[config.mk]
export PLATFORM = sky130hd
export DESIGN_NAME = hazard_detection
export DESIGN_NICKNAME = d
export VERILOG_FILES = /design/src/rtl/pipeline_pkg.sv /design/src/rtl/hazard_match.sv /design/src/rtl/hazard_detection.sv
export SDC_FILE = /design/constraint.sdc
export NUM_CORES = 1
export LEC_CHECK = 0
export CORE_MARGIN = 1
export CORE_UTILIZATION = 30
export CTS_CLUSTER_SIZE = 12
export DETAILED_ROUTE_END_ITERATION = 12
export PLACE_DENSITY = 0.69
export SETUP_SLACK_MARGIN = 0.1
export SYNTH_ARGS = -nofsm -noshare
export SYNTH_HDL_FRONTEND = slang
export SYNTH_SLANG_ARGS = --single-unit
[constraint.sdc]
create_clock -name clk_i -period 1.3 [get_ports clk_i]
set_input_delay 0.13 -clock clk_i [delete_from_list [all_inputs] [get_ports clk_i]]
set_output_delay 0.13 -clock clk_i [all_outputs]
set_load 0.02 [all_outputs]
[src/rtl/pipeline_pkg.sv]
// Shared pipeline constants: hazard FSM state encoding and register-number width.
package pipeline_pkg;

    localparam int unsigned RegW = 5;
    localparam logic [RegW-1:0] RegZero = '0;

    localparam logic [1:0] StRun   = 2'd0;
    localparam logic [1:0] StStall = 2'd1;
    localparam logic [1:0] StWait  = 2'd2;

endpackage

[src/rtl/hazard_match.sv]
// Destination-vs-source register comparator; $0 never produces a dependency.
module hazard_match
    import pipeline_pkg::*;
(
    input  logic [RegW-1:0] dest_i,
    input  logic            valid_i,
    input  logic [RegW-1:0] rs_i,
    input  logic [RegW-1:0] rt_i,
    input  logic            use_rt_i,
    output logic            match_o
);

    assign match_o = valid_i && (dest_i != RegZero) &&
                     ((dest_i == rs_i) || (use_rt_i && (dest_i == rt_i)));

endmodule

[src/rtl/hazard_detection.sv]
// Stall/flush/freeze controller for the 5-stage pipeline.
// Optional HAZARD_STATS_EN adds saturating stall/flush/wait event counters.
module hazard_detection
    import pipeline_pkg::*;
#(
    parameter int unsigned WAIT_MAX = 16
) (
    input  logic            clk_i,
    input  logic            rst_i,
    input  logic [RegW-1:0] IF_ID_RS_i,
    input  logic [RegW-1:0] IF_ID_RT_i,
    input  logic            IF_ID_use_rt_i,
    input  logic            IF_ID_branch_i,
    input  logic            branch_taken_i,
    input  logic [RegW-1:0] ID_EX_WR_i,
    input  logic            ID_EX_regwrite_i,
    input  logic            ID_EX_memread_i,
    input  logic [RegW-1:0] EX_MEM_WR_i,
    input  logic            EX_MEM_memread_i,
    input  logic            EX_MEM_memop_i,
    input  logic            dmem_ready_i,
    output logic            PC_write_o,
    output logic            IF_ID_write_o,
    output logic            IF_ID_flush_o,
    output logic            ID_EX_write_o,
    output logic            ID_EX_bubble_o,
    output logic            EX_MEM_write_o,
    output logic            MEM_WB_bubble_o,
`ifdef HAZARD_STATS_EN
    output logic [31:0]     stall_cnt_o,
    output logic [31:0]     flush_cnt_o,
    output logic [31:0]     wait_cnt_o,
`endif
    output logic            timeout_o
);

    localparam int unsigned WcW = $clog2(WAIT_MAX + 1);
    localparam logic [WcW-1:0] WaitMax = WcW'(WAIT_MAX);

    logic ld_match, alu_match, memld_match;
    logic freeze, load_use, branch_data, hold, flush;
    logic [1:0] state_q, state_d;
    logic [WcW-1:0] wait_cnt_q, wait_cnt_d;
    logic timeout_q, timeout_d;

    hazard_match u_match_ex_load (
        .dest_i   (ID_EX_WR_i),
        .valid_i  (ID_EX_memread_i),
        .rs_i     (IF_ID_RS_i),
        .rt_i     (IF_ID_RT_i),
        .use_rt_i (IF_ID_use_rt_i),
        .match_o  (ld_match)
    );

    hazard_match u_match_ex_alu (
        .dest_i   (ID_EX_WR_i),
        .valid_i  (ID_EX_regwrite_i),
        .rs_i     (IF_ID_RS_i),
        .rt_i     (IF_ID_RT_i),
        .use_rt_i (IF_ID_use_rt_i),
        .match_o  (alu_match)
    );

    hazard_match u_match_mem_load (
        .dest_i   (EX_MEM_WR_i),
        .valid_i  (EX_MEM_memread_i),
        .rs_i     (IF_ID_RS_i),
        .rt_i     (IF_ID_RT_i),
        .use_rt_i (IF_ID_use_rt_i),
        .match_o  (memld_match)
    );

    assign freeze      = EX_MEM_memop_i && !dmem_ready_i;
    assign load_use    = ld_match;
    assign branch_data = IF_ID_branch_i && (alu_match || memld_match);
    // Lower-priority hazards are masked by the ones above them.
    assign hold        = !freeze && (load_use || branch_data);
    assign flush       = !freeze && !hold && IF_ID_branch_i && branch_taken_i;

    // Mealy control outputs in priority order; reset parks the pipeline.
    always_comb begin
        PC_write_o      = 1'b1;
        IF_ID_write_o   = 1'b1;
        IF_ID_flush_o   = 1'b0;
        ID_EX_write_o   = 1'b1;
        ID_EX_bubble_o  = 1'b0;
        EX_MEM_write_o  = 1'b1;
        MEM_WB_bubble_o = 1'b0;
        if (!rst_i) begin
            PC_write_o      = 1'b0;
            IF_ID_write_o   = 1'b0;
            IF_ID_flush_o   = 1'b1;
            ID_EX_write_o   = 1'b0;
            ID_EX_bubble_o  = 1'b1;
            EX_MEM_write_o  = 1'b0;
            MEM_WB_bubble_o = 1'b1;
        end else if (freeze) begin
            PC_write_o      = 1'b0;
            IF_ID_write_o   = 1'b0;
            ID_EX_write_o   = 1'b0;
            EX_MEM_write_o  = 1'b0;
            MEM_WB_bubble_o = 1'b1;
        end else if (hold) begin
            PC_write_o     = 1'b0;
            IF_ID_write_o  = 1'b0;
            ID_EX_bubble_o = 1'b1;
        end else if (flush) begin
            IF_ID_flush_o = 1'b1;
        end
    end

    // Next state plus wait counter: the counter holds the length of the current freeze run.
    always_comb begin
        state_d    = freeze ? StWait : (hold ? StStall : StRun);
        wait_cnt_d = '0;
        if (state_d == StWait) begin
            if (state_q != StWait) begin
                wait_cnt_d = WcW'(1);
            end else if (wait_cnt_q < WaitMax) begin
                wait_cnt_d = wait_cnt_q + WcW'(1);
            end else begin
                wait_cnt_d = wait_cnt_q;
            end
        end
        timeout_d = timeout_q || (wait_cnt_d == WaitMax);
    end

    // State, watchdog counter and sticky timeout flag.
    always_ff @(posedge clk_i or negedge rst_i) begin
        if (!rst_i) begin
            state_q    <= StRun;
            wait_cnt_q <= '0;
            timeout_q  <= 1'b0;
        end else begin
            state_q    <= state_d;
            wait_cnt_q <= wait_cnt_d;
            timeout_q  <= timeout_d;
        end
    end

    assign timeout_o = timeout_q;

`ifdef HAZARD_STATS_EN
    logic [31:0] stall_cnt_q, flush_cnt_q, wait_evt_q;

    // Saturating event counters.
    always_ff @(posedge clk_i or negedge rst_i) begin
        if (!rst_i) begin
            stall_cnt_q <= '0;
            flush_cnt_q <= '0;
            wait_evt_q  <= '0;
        end else begin
            if (state_d == StStall && stall_cnt_q != '1) stall_cnt_q <= stall_cnt_q + 32'd1;
            if (flush && flush_cnt_q != '1)              flush_cnt_q <= flush_cnt_q + 32'd1;
            if (state_d == StWait && wait_evt_q != '1)   wait_evt_q  <= wait_evt_q + 32'd1;
        end
    end

    assign stall_cnt_o = stall_cnt_q;
    assign flush_cnt_o = flush_cnt_q;
    assign wait_cnt_o  = wait_evt_q;
`endif

endmodule

### After elaboration in Yosys (flattened, before gate mapping)

Cells that the tools add are included.

| storage, ports and cells | value |
|---|---|
| flip-flop bits (word level) | 8 |
| bits in latches | 0 |
| RAM bits | 0 |
| ROM bits | 0 |
| memories kept | 0 |

| cells by class | value |
|---|---|
| add/subtract/negate cells | 1 |
| multipliers | 0 |
| div/mod/pow operators | 0 |
| magnitude comparators | 1 |
| equal/unequal tests | 7 |
| shift operators | 0 |
| muxes and demuxes | 19 |
| bitwise operators | 0 |
| reduce and logical (&&, ||, !) cells | 24 |

Operators with widths:

| kind | count |
|---|---|
| == test 5 bit | 4 |
| two-way mux 1 bit | 15 |
| two-way mux 5 bit | 3 |
| logical AND 1 bit | 14 |
| nonzero test 5 bit | 2 |
| adder 5 x 1 -> 5 bit (second input constant) | 1 |
| == test 5 bit (second input constant) | 1 |
| logical OR 1 bit | 5 |
| less-than comparator 5 bit (second input constant) | 1 |
| zero test 1 bit | 3 |
| == test 2 bit (second input constant) | 1 |
| two-way mux 2 bit | 1 |
| inequality test 2 bit (second input constant) | 1 |

### Longest topological paths before layout

| logic depth | value |
|---|---|
| depth after elaboration | 16 |
| mapped depth | 6 |
| depth with buffers taken out | 6 |

### By module

Synthesis repeated with hierarchy kept, for this count alone.

| second synthesis, totals | value |
|---|---|
| cell total of the unflattened synthesis | 100 |
| area total of the unflattened synthesis | 864.6 µm² |

By module, submodules not included:

| module | times used | cells an instance | area each (µm²) |
|---|---|---|---|
| hazard_detection | 1 | 49 | 466.7 |
| hazard_match | 3 | 17 | 132.6 |

### Worst setup path after synthesis

Ideal clock, no wire load.

| timing | value |
|---|---|
| path kind | input to output |
| start | input port EX_MEM_WR_i[0] |
| end | output port PC_write_o |
| arrival time | 1.542 ns |
| data required time | 1.170 ns |
| setup slack | -0.372 ns |
| stages on the path | 5 |
| cell sequence | or3_1 -> o311a_1 -> a22o_1 -> nor2_1 -> buf_4 |

| on the way | value |
|---|---|
| cells in the longest elaborated chain, start to end | 11 |

RTL lines:

| what | line | source |
|---|---|---|
| start, declared | hazard_detection.sv:18 | `input logic [RegW-1:0] EX_MEM_WR_i,` |
| == test 5 bit | hazard_match.sv:14 | `((dest_i == rs_i) \|\| (use_rt_i && (dest_i == rt_i)));` |
| logical AND 1 bit | hazard_match.sv:14 |  |
| logical OR 1 bit | hazard_match.sv:14 |  |
| logical AND 1 bit (*) | hazard_match.sv:13 | `assign match_o = valid_i && (dest_i != RegZero) &&` |
| logical OR 1 bit (*) | hazard_detection.sv:75 | `assign branch_data = IF_ID_branch_i && (alu_match \|\| memld_match);` |
| logical AND 1 bit (*) | hazard_detection.sv:75 |  |
| logical OR 1 bit (*) | hazard_detection.sv:77 | `assign hold = !freeze && (load_use \|\| branch_data);` |
| logical AND 1 bit (*) | hazard_detection.sv:77 |  |
| two-way mux 1 bit (*) (3 in a row) | - |  |
| end, declared | hazard_detection.sv:22 | `output logic PC_write_o,` |

Mark *: on every way between the ends. The rest lies on a longest branch, timed or not.

### Worst setup path after layout

| timing | value |
|---|---|
| start | input port EX_MEM_WR_i[2] |
| end | output port IF_ID_flush_o |

| on the way | value |
|---|---|
| cells in the longest elaborated chain, start to end | 16 |

RTL lines:

| what | line | source |
|---|---|---|
| == test 5 bit | hazard_match.sv:14 |  |
| logical AND 1 bit | hazard_match.sv:14 |  |
| logical OR 1 bit | hazard_match.sv:14 |  |
| logical AND 1 bit (*) | hazard_match.sv:13 |  |
| logical OR 1 bit (*) | hazard_detection.sv:75 |  |
| logical AND 1 bit (*) | hazard_detection.sv:75 |  |
| logical OR 1 bit (*) | hazard_detection.sv:77 |  |
| logical AND 1 bit (*) | hazard_detection.sv:77 |  |
| zero test 1 bit | hazard_detection.sv:78 | `assign flush = !freeze && !hold && IF_ID_branch_i && branch_taken_i;` |
| logical AND 1 bit (3 in a row) | hazard_detection.sv:78 |  |
| two-way mux 1 bit | hazard_detection.sv:107 | `end else if (flush) begin` |
| two-way mux 1 bit (*) | hazard_detection.sv:103 | `end else if (hold) begin` |
| two-way mux 1 bit (*) | hazard_detection.sv:97 | `end else if (freeze) begin` |
| two-way mux 1 bit (*) | hazard_detection.sv:89 | `if (!rst_i) begin` |
| end, declared | hazard_detection.sv:24 | `output logic IF_ID_flush_o,` |

Marked as above.

==> impl_summary.log <==
[metrics] clock network latency to the later pin of the worst-skew pair: between 0.2 and 0.3 ns
[metrics] worst path required time: around 1.2 ns
[metrics] critical path class: input port to output port
[metrics] pin count of the biggest net entering global routing: 11
[metrics] # nets final: roughly 160
[metrics] ANT cells: 0
[metrics] initial core utilization: between 30% and 40%
[metrics] share of the clock period used by the worst path after layout: 119%
[metrics] share of the core filled with cells: a little over three fifths
[metrics] mean cell area of the mapped netlist: between 8 and 9 µm²
[metrics] Register-to-Register Path Depth: 6
[metrics] wire length of the first global-routing pass: 3060 µm
[metrics] time the final worst path needs with I/O delays and setup: roughly 1.5 ns
[metrics] series of cell instances along the critical path: buf_6 -> or3_1 -> o311a_1 -> a22o_1 -> o21ai_2 -> buf_6
[metrics] register-to-register path setup slack: -0.06 ns
[metrics] Worst Path Max Fanout: 2
[metrics] worst path setup slack after routing: -0.243 ns
[metrics] #FFs+latches synth: 8
[metrics] Slew Viols, Final: 0
[metrics] busiest layer in global routing: met2
[metrics] Netlist cell types: 26
[metrics] final count of negative-setup-slack endpoints: 5
[metrics] layout overhead on the synthesized area: 93.4%
[metrics] maximum number of buffers from clock root to sink: 2
[metrics] IO buf count: 37
[metrics] Placer Congestion: 0.790
[metrics] Boundary Pins: 38
[metrics] Ys Warns: 0
[metrics] number of placement rows: 16
[metrics] clock net sink count: 8
[metrics] Relative slew margins: 85.7%
[metrics] height of the chip: 48.5 µm
[metrics] arrival time reported for the critical path endpoint: between 1 and 1.5 ns
[metrics] Max stage delay on crit path: 0.36 ns
[metrics] RSZ-0062 raised after global routing: true
[metrics] DR vias/cell: about 4.7
[metrics] clock tree from TritonCTS: done
[metrics] Floorplan Core Area: approximately 0.0020 mm²
[metrics] Hold Fails Final Rpt: 0
[metrics] vias in the first global route: 770
[metrics] antenna viol nets, final: 0
[metrics] Post-route DRC: 0
[metrics] Max rail drop VDD: roughly 0.31 mV
[metrics] Via Count: between 700 and 800
[metrics] violations in the final reports: negative setup slack
[metrics] GRT Util Overall: around 17%
[metrics] syn_nets: between 100 and 150
[metrics] area of the die: around 0.0024 mm²
[metrics] met2 track utilization from global routing: 31.9%
[metrics] worst r2r dst: timeout_o
[metrics] critical path's top delay family: compound AO/OA/AOI/OAI gates
[metrics] aggregate global routing overflow: 0
[metrics] crit path capture type: output port
[metrics] post-synthesis async set-or-reset flop share: 100%
[metrics] sequential fraction of the synthesis area: 30.8%
[metrics] count of flip-flops with a built-in enable after synthesis: 0
[metrics] drt first-iter violations: 3
[metrics] Pwr per Cell Area: 593 mW/mm²
[metrics] estimated wirelength of the detail-placed design: about 1500 µm
[metrics] GR Util met1: ~18%
[metrics] H-tree depth reported by CTS: 1
[metrics] peak clock frequency supported by timing: approximately 650 MHz
[metrics] number of buffers created by CTS: 3
[metrics] share of cells above drive strength 1: about 40%
[metrics] status: finished with violations
[metrics] horizontal die dimension: a little under 50 µm
[metrics] startpoint of the worst-slack reg-to-reg timing path: wait_cnt_q[0]
[metrics] root buffer cell: clkbuf_4
[metrics] CTS clk-pin slew, worst paths: approximately 0.050 ns
[metrics] leakage power: around 0.00056 µW
[metrics] Syn Std Cell Area: 649 µm²
[metrics] prevailing post-synth register cell: dfrtp_1
[metrics] commonest cells in the netlist: 21 x xnor2_1, 8 x dfrtp_1, 7 x nor2_1, 6 x nand2_1, 3 x nand3_1
[metrics] met3 capacity usage during global routing: 2.20%
[metrics] MaxCap Viol Count: 0
[metrics] post-synth top area cell: dfrtp_1
[metrics] Max stage delay cell, worst path: or3_1
[metrics] Post-Synthesis Cells: 74
[metrics] Hold Path Class: input port to async pin
[metrics] Synth top area share: 30.8%
[metrics] average routed wire per standard cell: ~11 µm
[metrics] DRT Wirelength: between 1500 and 2000 µm
[metrics] initial antenna violation count: 0
[metrics] startpoint types: input port
[metrics] Max Clock Skew: approximately 0.00046 ns
[metrics] number of iterations in the first detailed-routing pass: 4
[metrics] Post-Route Setup TNS: -0.927 ns
[metrics] most repeated library cell on the critical path: buf_6
[metrics] cell types with the largest area share after synthesis: dfrtp_1 31%, xnor2_1 28%, nor2_1 4.0%
[metrics] count leader, synth: xnor2_1
[metrics] slew of the pin with the lowest slew margin: around 0.21 ns
[metrics] sum of buffers and inverters on the critical path: 2
-- sequential cells by signal, summed over array words and instances, names as in the netlist --
register    cells
state_q         2
timeout_o       1
wait_cnt_q      5
-- layout make-up --
class	count	area [µm²]
clock buffers	3	22.5
fillers	170	746
inverters	2	7.51
multi-input cells	62	508
flip-flops and latches	8	200
well taps	27	33.8
repair buffers	56	484
-- worst max-delay path by stage --
stage,cells past startpoint,from,endpoint
final,6,EX_MEM_WR_i[2],IF_ID_flush_o
after global routing,6,EX_MEM_WR_i[2],IF_ID_flush_o
after CTS,6,EX_MEM_WR_i[2],IF_ID_flush_o
after detailed placement,6,EX_MEM_WR_i[0],IF_ID_flush_o
after global placement,6,EX_MEM_WR_i[0],IF_ID_flush_o
after floorplan,5,EX_MEM_WR_i[0],PC_write_o
-- kinds of logic after synthesis --
| kind of cell | after synthesis | synth area share (%) |
|---|---|---|
| AO/OA/AOI/OAI | 12 | 12.7 |
| flip-flops | 8 | 30.8 |
| adder cells (fa/ha/maj) | 1 | 1.93 |
| AND/OR/NAND/NOR | 25 | 18.5 |
| buffers and inverters | 4 | 3.47 |
| multiplexers | 1 | 1.54 |
| XOR/XNOR | 23 | 31.0 |
-- through the flow --
step	worst slack, ns	hold slack, ns	instances	cell area, µm²	power, µW
6_report	-0.243	0.235	158	1260	746
5_1_grt	-0.273	0.250	158	1260	793
4_1_cts	-0.283	0.223	156	1210	750
3_5_place_dp	-1.06	0.463	147	1150	562
3_3_place_gp	-1.05	0.458	147	1150	557
2_1_floorplan	-0.151	-0.166	74	678	390
-- power by group --
group | internal [µW] | switching [µW]
clock network | 105 | 77.3
logic | 172 | 135
registers | 254 | 2.24
total | 531 | 215
-- layout by cell type (no fill, tap or decap) --
cell,count
xnor2_1,20
buf_4,20
dlygate4sd2_1,17
clkdlybuf4s50_1,9
dfrtp_1,8
buf_6,6
nand2_1,4
nor2_2,4
nand3_1,3
clkbuf_4,3
buf_2,3
nand4_1,2
o22ai_2,2
nor2_1,2
a21oi_2,2
nand2_2,2
xor2_1,2
o21ai_2,2
nand2b_4,1
inv_2,1
nor3_1,1
or3_1,1
o311a_1,1
a22oi_2,1
nor2b_1,1
nand4b_1,1
nor2b_4,1
xnor2_2,1
mux2i_1,1
a21oi_1,1
a31oi_1,1
nor3_2,1
a31o_1,1
inv_1,1
a22o_1,1
nor2_4,1
ha_2,1
dlymetal6s2s_1,1
-- timing repair --
action	4_1_cts	5_1_grt
gates resized for setup	72	11
buffers inserted	6	4
hold buffers	0	0
pin swaps	11	11
endpoints found under the setup margin	10	11
-- routing by layer --
metal	wire [µm]	share of wire (%)
met2	935	52
met4	38	2.1
met3	94	5.2
met5	0	0
met1	734	41
Power figures use the tool's default switching activity.
